$ cat src/rtl/gb_pkg.sv
// Shared cartridge-bus definitions: region bases, read-source select, decode helpers.
package gb_pkg;

  localparam logic [15:0] ROM0     = 16'h0000;
  localparam logic [15:0] ROMX     = 16'h4000;
  localparam logic [15:0] CRAM     = 16'hA000;
  localparam logic [15:0] BOOT_OFF = 16'hFF50;

  localparam int unsigned BANK_W = 7;
  localparam int unsigned LO_W   = 5;
  localparam int unsigned HI_W   = 2;

  typedef enum logic [1:0] {SRC_BOOT, SRC_ROM, SRC_RAM, SRC_FF} rd_src_e;

  // 0x0000-0x7FFF
  function automatic logic is_rom(input logic [15:0] a);
    return a[15] == ROM0[15];
  endfunction

  // 0x4000-0x7FFF (switchable bank window)
  function automatic logic is_romx(input logic [15:0] a);
    return a[15:14] == ROMX[15:14];
  endfunction

  // 0xA000-0xBFFF
  function automatic logic is_cram(input logic [15:0] a);
    return a[15:13] == CRAM[15:13];
  endfunction

  // 0x0000-0x00FF, the region covered by the boot overlay
  function automatic logic is_boot(input logic [15:0] a);
    return a[15:8] == 8'h00;
  endfunction

endpackage

$ cat src/rtl/cart_mapper_if.sv
// CPU-side byte bus into the cartridge mapper.
interface cart_mapper_if;
  logic [15:0] cpu_addr;
  logic [7:0]  cpu_wdata;
  logic        cpu_rd;
  logic        cpu_wr;
  logic [7:0]  cpu_rdata;
  logic        cpu_rvalid;
  logic        cpu_hit;

  modport master (
    output cpu_addr, cpu_wdata, cpu_rd, cpu_wr,
    input  cpu_rdata, cpu_rvalid, cpu_hit
  );

  modport slave (
    input  cpu_addr, cpu_wdata, cpu_rd, cpu_wr,
    output cpu_rdata, cpu_rvalid, cpu_hit
  );
endinterface

$ cat src/rtl/mbc1_regs.sv
// MBC1 control registers and the effective ROM/RAM bank numbers derived from them.
module mbc1_regs
  import gb_pkg::*;
#(
  parameter int unsigned MBC_EN = 1
) (
  input  logic              clk,
  input  logic              rst,
  input  logic              wr_i,
  input  logic [2:0]        sel_i,
  input  logic [LO_W-1:0]   wdata_i,
  output logic              ram_en_c_o,
  output logic [BANK_W-1:0] rom0_bank_c_o,
  output logic [BANK_W-1:0] romx_bank_c_o,
  output logic [HI_W-1:0]   ram_bank_c_o
);

  localparam bit MBC_ON = (MBC_EN != 0);

  logic            ram_en_q, ram_en_d;
  logic [LO_W-1:0] bank_lo_q, bank_lo_d;
  logic [HI_W-1:0] bank_hi_q, bank_hi_d;
  logic            mode_q, mode_d;
  logic [LO_W-1:0] eff_lo;

  // Register writes land in the 0x0000-0x7FFF window, one register per 8 KB slice
  always_comb begin
    ram_en_d  = ram_en_q;
    bank_lo_d = bank_lo_q;
    bank_hi_d = bank_hi_q;
    mode_d    = mode_q;
    if (MBC_ON && wr_i && !sel_i[2]) begin
      unique case (sel_i[1:0])
        2'b00: ram_en_d  = (wdata_i[3:0] == 4'hA);
        2'b01: bank_lo_d = wdata_i;
        2'b10: bank_hi_d = wdata_i[HI_W-1:0];
        2'b11: mode_d    = wdata_i[0];
      endcase
    end
  end

  // Register state
  always_ff @(posedge clk or negedge rst) begin
    if (!rst) begin
      ram_en_q  <= 1'b0;
      bank_lo_q <= '0;
      bank_hi_q <= '0;
      mode_q    <= 1'b0;
    end else begin
      ram_en_q  <= ram_en_d;
      bank_lo_q <= bank_lo_d;
      bank_hi_q <= bank_hi_d;
      mode_q    <= mode_d;
    end
  end

  // Only the all-zero low bank is remapped; a disabled mapper is a flat 32 KB cart
  always_comb begin
    eff_lo        = (bank_lo_q == '0) ? LO_W'(1) : bank_lo_q;
    ram_en_c_o    = MBC_ON ? ram_en_q : 1'b1;
    rom0_bank_c_o = (MBC_ON && mode_q) ? {bank_hi_q, LO_W'(0)} : '0;
    romx_bank_c_o = MBC_ON ? {bank_hi_q, eff_lo} : BANK_W'(1);
    ram_bank_c_o  = (MBC_ON && mode_q) ? bank_hi_q : '0;
  end

endmodule

$ cat src/rtl/cart_mapper.sv
// Cartridge/boot-ROM mapper: address decode, boot overlay and 1-cycle read pipeline.
module cart_mapper
  import gb_pkg::*;
#(
  parameter int unsigned ROM_ADDR_W = 21,
  parameter int unsigned RAM_ADDR_W = 15,
  parameter int unsigned MBC_EN     = 1
) (
  input  logic                  clk,
  input  logic                  rst,
  cart_mapper_if.slave          bus,
  output logic [7:0]            boot_addr,
  input  logic [7:0]            boot_data,
  output logic [ROM_ADDR_W-1:0] rom_addr,
  input  logic [7:0]            rom_data,
  output logic [RAM_ADDR_W-1:0] ram_addr,
  output logic [7:0]            ram_wdata,
  output logic                  ram_we,
  input  logic [7:0]            ram_data,
  output logic                  boot_en
);

  logic              ram_en;
  logic [BANK_W-1:0] rom0_bank, romx_bank;
  logic [HI_W-1:0]   ram_bank;

  logic    boot_en_q;
  rd_src_e src_q, src_d;
  logic    hit_q, hit_d;
  logic    rvalid_q;
  logic [7:0] hold_q, rdata_mux;
  logic    rd_acc, boot_clr;

  mbc1_regs #(.MBC_EN(MBC_EN)) u_regs (
    .clk           (clk),
    .rst           (rst),
    .wr_i          (bus.cpu_wr),
    .sel_i         (bus.cpu_addr[15:13]),
    .wdata_i       (bus.cpu_wdata[LO_W-1:0]),
    .ram_en_c_o    (ram_en),
    .rom0_bank_c_o (rom0_bank),
    .romx_bank_c_o (romx_bank),
    .ram_bank_c_o  (ram_bank)
  );

  // A simultaneous write wins; the read is dropped
  assign rd_acc   = bus.cpu_rd && !bus.cpu_wr;
  assign boot_clr = bus.cpu_wr && (bus.cpu_addr == BOOT_OFF) && (bus.cpu_wdata != 8'h00);

  // Memory-side addresses and RAM strobe track the CPU bus with no latency
  assign boot_addr = bus.cpu_addr[7:0];
  assign rom_addr  = ROM_ADDR_W'({(is_romx(bus.cpu_addr) ? romx_bank : rom0_bank),
                                  bus.cpu_addr[13:0]});
  assign ram_addr  = RAM_ADDR_W'({ram_bank, bus.cpu_addr[12:0]});
  assign ram_wdata = bus.cpu_wdata;
  assign ram_we    = bus.cpu_wr && is_cram(bus.cpu_addr) && ram_en;
  assign boot_en   = boot_en_q;

  // Read source priority: overlay, ROM, enabled RAM, then open bus
  always_comb begin
    src_d = SRC_FF;
    hit_d = 1'b0;
    if (boot_en_q && is_boot(bus.cpu_addr)) begin
      src_d = SRC_BOOT;
      hit_d = 1'b1;
    end else if (is_rom(bus.cpu_addr)) begin
      src_d = SRC_ROM;
      hit_d = 1'b1;
    end else if (is_cram(bus.cpu_addr)) begin
      src_d = ram_en ? SRC_RAM : SRC_FF;
      hit_d = 1'b1;
    end
  end

  // Select the memory data that the registered source points at
  always_comb begin
    rdata_mux = 8'hFF;
    unique case (src_q)
      SRC_BOOT: rdata_mux = boot_data;
      SRC_ROM:  rdata_mux = rom_data;
      SRC_RAM:  rdata_mux = ram_data;
      SRC_FF:   rdata_mux = 8'hFF;
    endcase
  end

  // Read pipeline, data hold and sticky overlay flag
  always_ff @(posedge clk or negedge rst) begin
    if (!rst) begin
      src_q     <= SRC_FF;
      hit_q     <= 1'b0;
      rvalid_q  <= 1'b0;
      hold_q    <= 8'hFF;
      boot_en_q <= 1'b1;
    end else begin
      rvalid_q <= rd_acc;
      if (rd_acc) begin
        src_q <= src_d;
        hit_q <= hit_d;
      end
      if (rvalid_q) hold_q <= rdata_mux;
      if (boot_clr) boot_en_q <= 1'b0;
    end
  end

  assign bus.cpu_rdata  = rvalid_q ? rdata_mux : hold_q;
  assign bus.cpu_rvalid = rvalid_q;
  assign bus.cpu_hit    = hit_q;

endmodule

$ cat src/flat_wrapper.sv
// flat-port wrapper written by rule: the top's interface ports become plain ports
module cart_mapper_flat import gb_pkg::*;
#(
  parameter int unsigned ROM_ADDR_W = 21,
  parameter int unsigned RAM_ADDR_W = 15,
  parameter int unsigned MBC_EN     = 1
)
  (clk, rst, boot_addr, boot_data, rom_addr, rom_data, ram_addr, ram_wdata, ram_we, ram_data, boot_en, bus_cpu_addr, bus_cpu_wdata, bus_cpu_rd, bus_cpu_wr, bus_cpu_rdata, bus_cpu_rvalid, bus_cpu_hit);
  cart_mapper_if bus_i ();
  input  logic clk;
  input  logic rst;
  output logic [7:0] boot_addr;
  input  logic [7:0] boot_data;
  output logic [ROM_ADDR_W-1:0] rom_addr;
  input  logic [7:0] rom_data;
  output logic [RAM_ADDR_W-1:0] ram_addr;
  output logic [7:0] ram_wdata;
  output logic ram_we;
  input  logic [7:0] ram_data;
  output logic boot_en;
  input wire logic [$bits(bus_i.cpu_addr)-1:0] bus_cpu_addr;
  input wire logic [$bits(bus_i.cpu_wdata)-1:0] bus_cpu_wdata;
  input wire logic [$bits(bus_i.cpu_rd)-1:0] bus_cpu_rd;
  input wire logic [$bits(bus_i.cpu_wr)-1:0] bus_cpu_wr;
  output wire logic [$bits(bus_i.cpu_rdata)-1:0] bus_cpu_rdata;
  output wire logic [$bits(bus_i.cpu_rvalid)-1:0] bus_cpu_rvalid;
  output wire logic [$bits(bus_i.cpu_hit)-1:0] bus_cpu_hit;
  assign bus_i.cpu_addr = bus_cpu_addr;
  assign bus_i.cpu_wdata = bus_cpu_wdata;
  assign bus_i.cpu_rd = bus_cpu_rd;
  assign bus_i.cpu_wr = bus_cpu_wr;
  assign bus_cpu_rdata = bus_i.cpu_rdata;
  assign bus_cpu_rvalid = bus_i.cpu_rvalid;
  assign bus_cpu_hit = bus_i.cpu_hit;
  cart_mapper #(.ROM_ADDR_W(ROM_ADDR_W), .RAM_ADDR_W(RAM_ADDR_W), .MBC_EN(MBC_EN)) u_core (.clk(clk), .rst(rst), .bus(bus_i), .boot_addr(boot_addr), .boot_data(boot_data), .rom_addr(rom_addr), .rom_data(rom_data), .ram_addr(ram_addr), .ram_wdata(ram_wdata), .ram_we(ram_we), .ram_data(ram_data), .boot_en(boot_en));
endmodule
$ cat config.mk
export PLATFORM = sky130hd
export DESIGN_NAME = cart_mapper_flat
export DESIGN_NICKNAME = d
export VERILOG_FILES = /design/src/rtl/gb_pkg.sv /design/src/rtl/cart_mapper_if.sv /design/src/rtl/mbc1_regs.sv /design/src/rtl/cart_mapper.sv /design/src/flat_wrapper.sv
export SDC_FILE = /design/constraint.sdc
export NUM_CORES = 1
export LEC_CHECK = 0
export BUFFER_PORTS_ARGS = -buffer_cell sky130_fd_sc_hd__buf_4
export CORE_UTILIZATION = 30
export CTS_BUF_LIST = sky130_fd_sc_hd__clkbuf_4
export DETAILED_ROUTE_END_ITERATION = 8
export HOLD_SLACK_MARGIN = 0.1
export PLACE_DENSITY = 0.58
export SLEW_MARGIN = 10
export SYNTH_ARGS = -nofsm -noshare
export SYNTH_HDL_FRONTEND = slang
export SYNTH_HIERARCHICAL = 1
export SYNTH_SLANG_ARGS = --single-unit
$ cat constraint.sdc
create_clock -name clk -period 2.9 [get_ports clk]
set_clock_uncertainty 0.2 [all_clocks]
set_input_delay 0 -clock clk [delete_from_list [all_inputs] [get_ports clk]]
set_output_delay 0 -clock clk [all_outputs]
set_load 0.01 [all_outputs]
==> impl_metrics.tcl <==
set metrics [dict create \
    holdWs_ns 0.304 \
    fin_crit_sh_pct 89.8 \
    portBuffers 115 \
    cts_setup_buffers 0 \
    dieArea_um2 5880 \
    grt_usage_pct 16.4 \
    synth_area_per_cell_um2 10.1 \
    drt-met1-wl_um 1940 \
    max_slew_margin_pct 62.4 \
    min_path_type "primary input to register" \
    antenna_found_initial 0 \
    ctsHoldBuffers 57 \
    r2r_slack_ns 0.70 \
    ant_nets 0 \
    cts_tree "yes" \
    vias 1605 \
    cp_data_arrival_time_ns 2.66 \
    path_class "primary input to register" \
    yosysSeqAreaShare_pct 33.7 \
    viasPerCell 4.52 \
    clk_pin_slew_ns 0.13 \
    insertion_delay_ns 0.31 \
    p_seq_share_pct 41.2 \
    coreArea_um2 5240 \
    ys_top_cells_by_area "buf_4 22%, dfstp_2 17%, dfrtp_1 16%" \
    yosys_warnings 6 \
    powerDensity_nw_per_um2 350 \
    initial_utilization_pct 32.0 \
    hold_viol_final 0 \
    drt_iter0_drc 30 \
    muxShareOfSynthArea_pct 17.9 \
    wl_met3_um 373 \
    num-fill-cells 473 \
    synth_cell_types 35 \
    ir_drop_v 0.000211 \
    rows 26 \
    syn-cell-area_um2 1670 \
    worst_pin_slew_ns 0.562 \
    synth_async_sr_flop_share_pct 100 \
    clkPwrFrac_pct 14.8 \
    die_h_um 76.7 \
    crit_top_cell "dlygate4sd3_1" \
    synth_xor_area_share_pct 0 \
    cts_buffers 3 \
    yosysTopAreaCellShare_pct 22.4 \
    synth-main-ff-cell "dfstp_2" \
    synth_common_cells "50 x buf_4, 19 x mux2_2, 11 x dfrtp_1, 11 x dfstp_2, 10 x inv_1" \
    root_buffer "clkbuf_4" \
    total_power_mw 0.984 \
    cp-end-kind "register" \
    first_global_vias 1645 \
    dr.pass1.iters 4 \
    ys_seq_elements 22 \
    rsz0062_at_grt "no" \
    dr_wl_met2_um 2410 \
    synth_top_family_by_area "buffers and inverters" \
    regArea_um2 564 \
    drv_cap 0 \
    outcome "complete, no violations" \
    synthToLayoutAreaGrowth_pct 68.0 \
    startpoint_type "primary input" \
    wl_per_cell_um 13.4 \
    combPwrFrac_pct 44.0 \
    intPower_mw 0.692 \
    crit_fanout 4 \
    drive_gt1_share_pct 55.1 \
    p_leak_nw 1.30 \
    htreeDepth 1 \
    setup_violations 0 \
    cts_resized 0 \
    finalSetupTns_ns 0 \
    grt_max_degree 18 \
    yosysMostFrequentCell "buf_4" \
    max_freq_ghz 0.384 \
    io-pin-count 116 \
    swShare_pct 29.7 \
    synth-simple-area-share_pct 11.2 \
    final_nets 338 \
    n_antenna_cell 0 \
    drv_slew 0 \
    multiInputGateArea_um2 663 \
    syn_inst 165 \
    top_layer_used "met4" \
    place.gp.congestion 0.728 \
    synth_edf_count 0 \
    route.detailed.drc 0 \
    cts.path.max_buffers 2 \
    critical-path-max-stage-delay_ns 0.57 \
    routed_wl_um 4760 \
    synthAdderAreaFrac_pct 0 \
    slowest_stage "dlygate4sd3_1" \
    critPathRequiredTime_ns 2.96 \
    clock_sinks 22 \
    grt_overflow 0 \
    crit_path_cell_trace "dlygate4sd3_1, buf_4, nand3b_1, dlygate4sd3_1, nor3_2, dlygate4sd3_1, a21boi_1, dlygate4sd3_1" \
    hpwlAfterDp_um 3140 \
    synth_compound_area_share_pct 9.34 \
    period_minus_slack_ns 2.60 \
    die_x_um 76.7 \
    grt_pass1_wl_um 7750 \
    p_sw_mw 0.292 \
    netlist.top_cell.by_area "buf_4" \
]
==> path summary, 6_finish.rpt <==
path                                  startpoint  cells after the start                    endpoint
max in group asynchronous                    rst                      4       u_core/bus.cpu_rvalid
worst max-delay path             bus_cpu_addr[7]                      8              u_core/boot_en
worst min-delay path            bus_cpu_wdata[1]                      3  u_core/u_regs/bank_hi_q[1]
min in group asynchronous                    rst                      3             u_core/src_q[0]
worst min register to register  u_core/hold_q[5]                      2            u_core/hold_q[5]
worst max register to register   u_core/src_q[1]                      4            u_core/hold_q[7]
==> placed cells by master (no fill, tap or decap), types with 3 or more instances in the layout <==
cell	netlist	routed
buf_4	50	115
dlygate4sd3_1	0	57
mux2_2	19	19
dfstp_2	11	11
dfrtp_1	11	11
inv_1	10	10
o221ai_1	8	8
o21ai_0	8	8
mux2_4	5	5
conb_1	1	5
clkbuf_4	0	3
nand2_1	3	3
nor4_1	3	3
nand4b_1	3	3
==> layer usage <==
metal  track usage (%)  vias to the layer above
met4              3.46                        0
met1              18.6                      755
met3              5.00                        4
li1                  -                      764
met5                 0                        -
met2              29.8                       82
==> flip-flops by register name, summed over array words and instances, names as in the netlist <==
register                  count
u_core/u_regs/bank_hi_q       2
u_core/hold_q                 8
u_core/bus.cpu_rvalid         1
u_core/bus.cpu_hit            1
u_core/boot_en                1
u_core/u_regs/mode_q          1
u_core/src_q                  2
u_core/u_regs/ram_en_c_o      1
u_core/u_regs/bank_lo_q       5
==> area by class of cell <==
cell class | count | share of cell area [%]
clock buffers | 3 | 0.801
clock inverters | 1 | 0.133
inverters | 10 | 1.33
multi-input cells | 77 | 23.6
flip-flops and latches | 22 | 20.1
well taps | 70 | 3.11
repair buffers | 172 | 51.0
==> worst max-delay path: cells and delay by family <==
kind / cells / cell delay, ns
AND/OR/NAND/NOR: 2 / 0.23
buffers and inverters: 5 / 2.36
AO/OA/AOI/OAI: 1 / 0.06
==> power by group through the flow <==
stage,clock network [mW],registers [mW],logic (mW)
4_1_cts,0.158,0.406,0.431
2_1_floorplan,0,0.396,0.230
3_5_place_dp,0,0.411,0.354
3_3_place_gp,0,0.411,0.349
5_1_grt,0.170,0.413,0.466
6_report,0.146,0.405,0.433
==> logic make-up after synthesis <==
group / Yosys count
other cells: 1
mux: 25
buf+inv: 70
compound gates: 22
simple gates: 25
flops: 22
==> through the flow <==
step                area [µm²]  setup slack [ns]  util (%)  std cells
detailed placement        2220              1.17      42.3        294
global route              2810             0.116      53.7        355
floorplan                 1690              1.29         -        169
global placement          2220              1.20      42.3        294
CTS                       2810             0.291      53.7        355
finish                    2810             0.296      53.7        355
No activity file was read; power rests on OpenSTA's default activity.
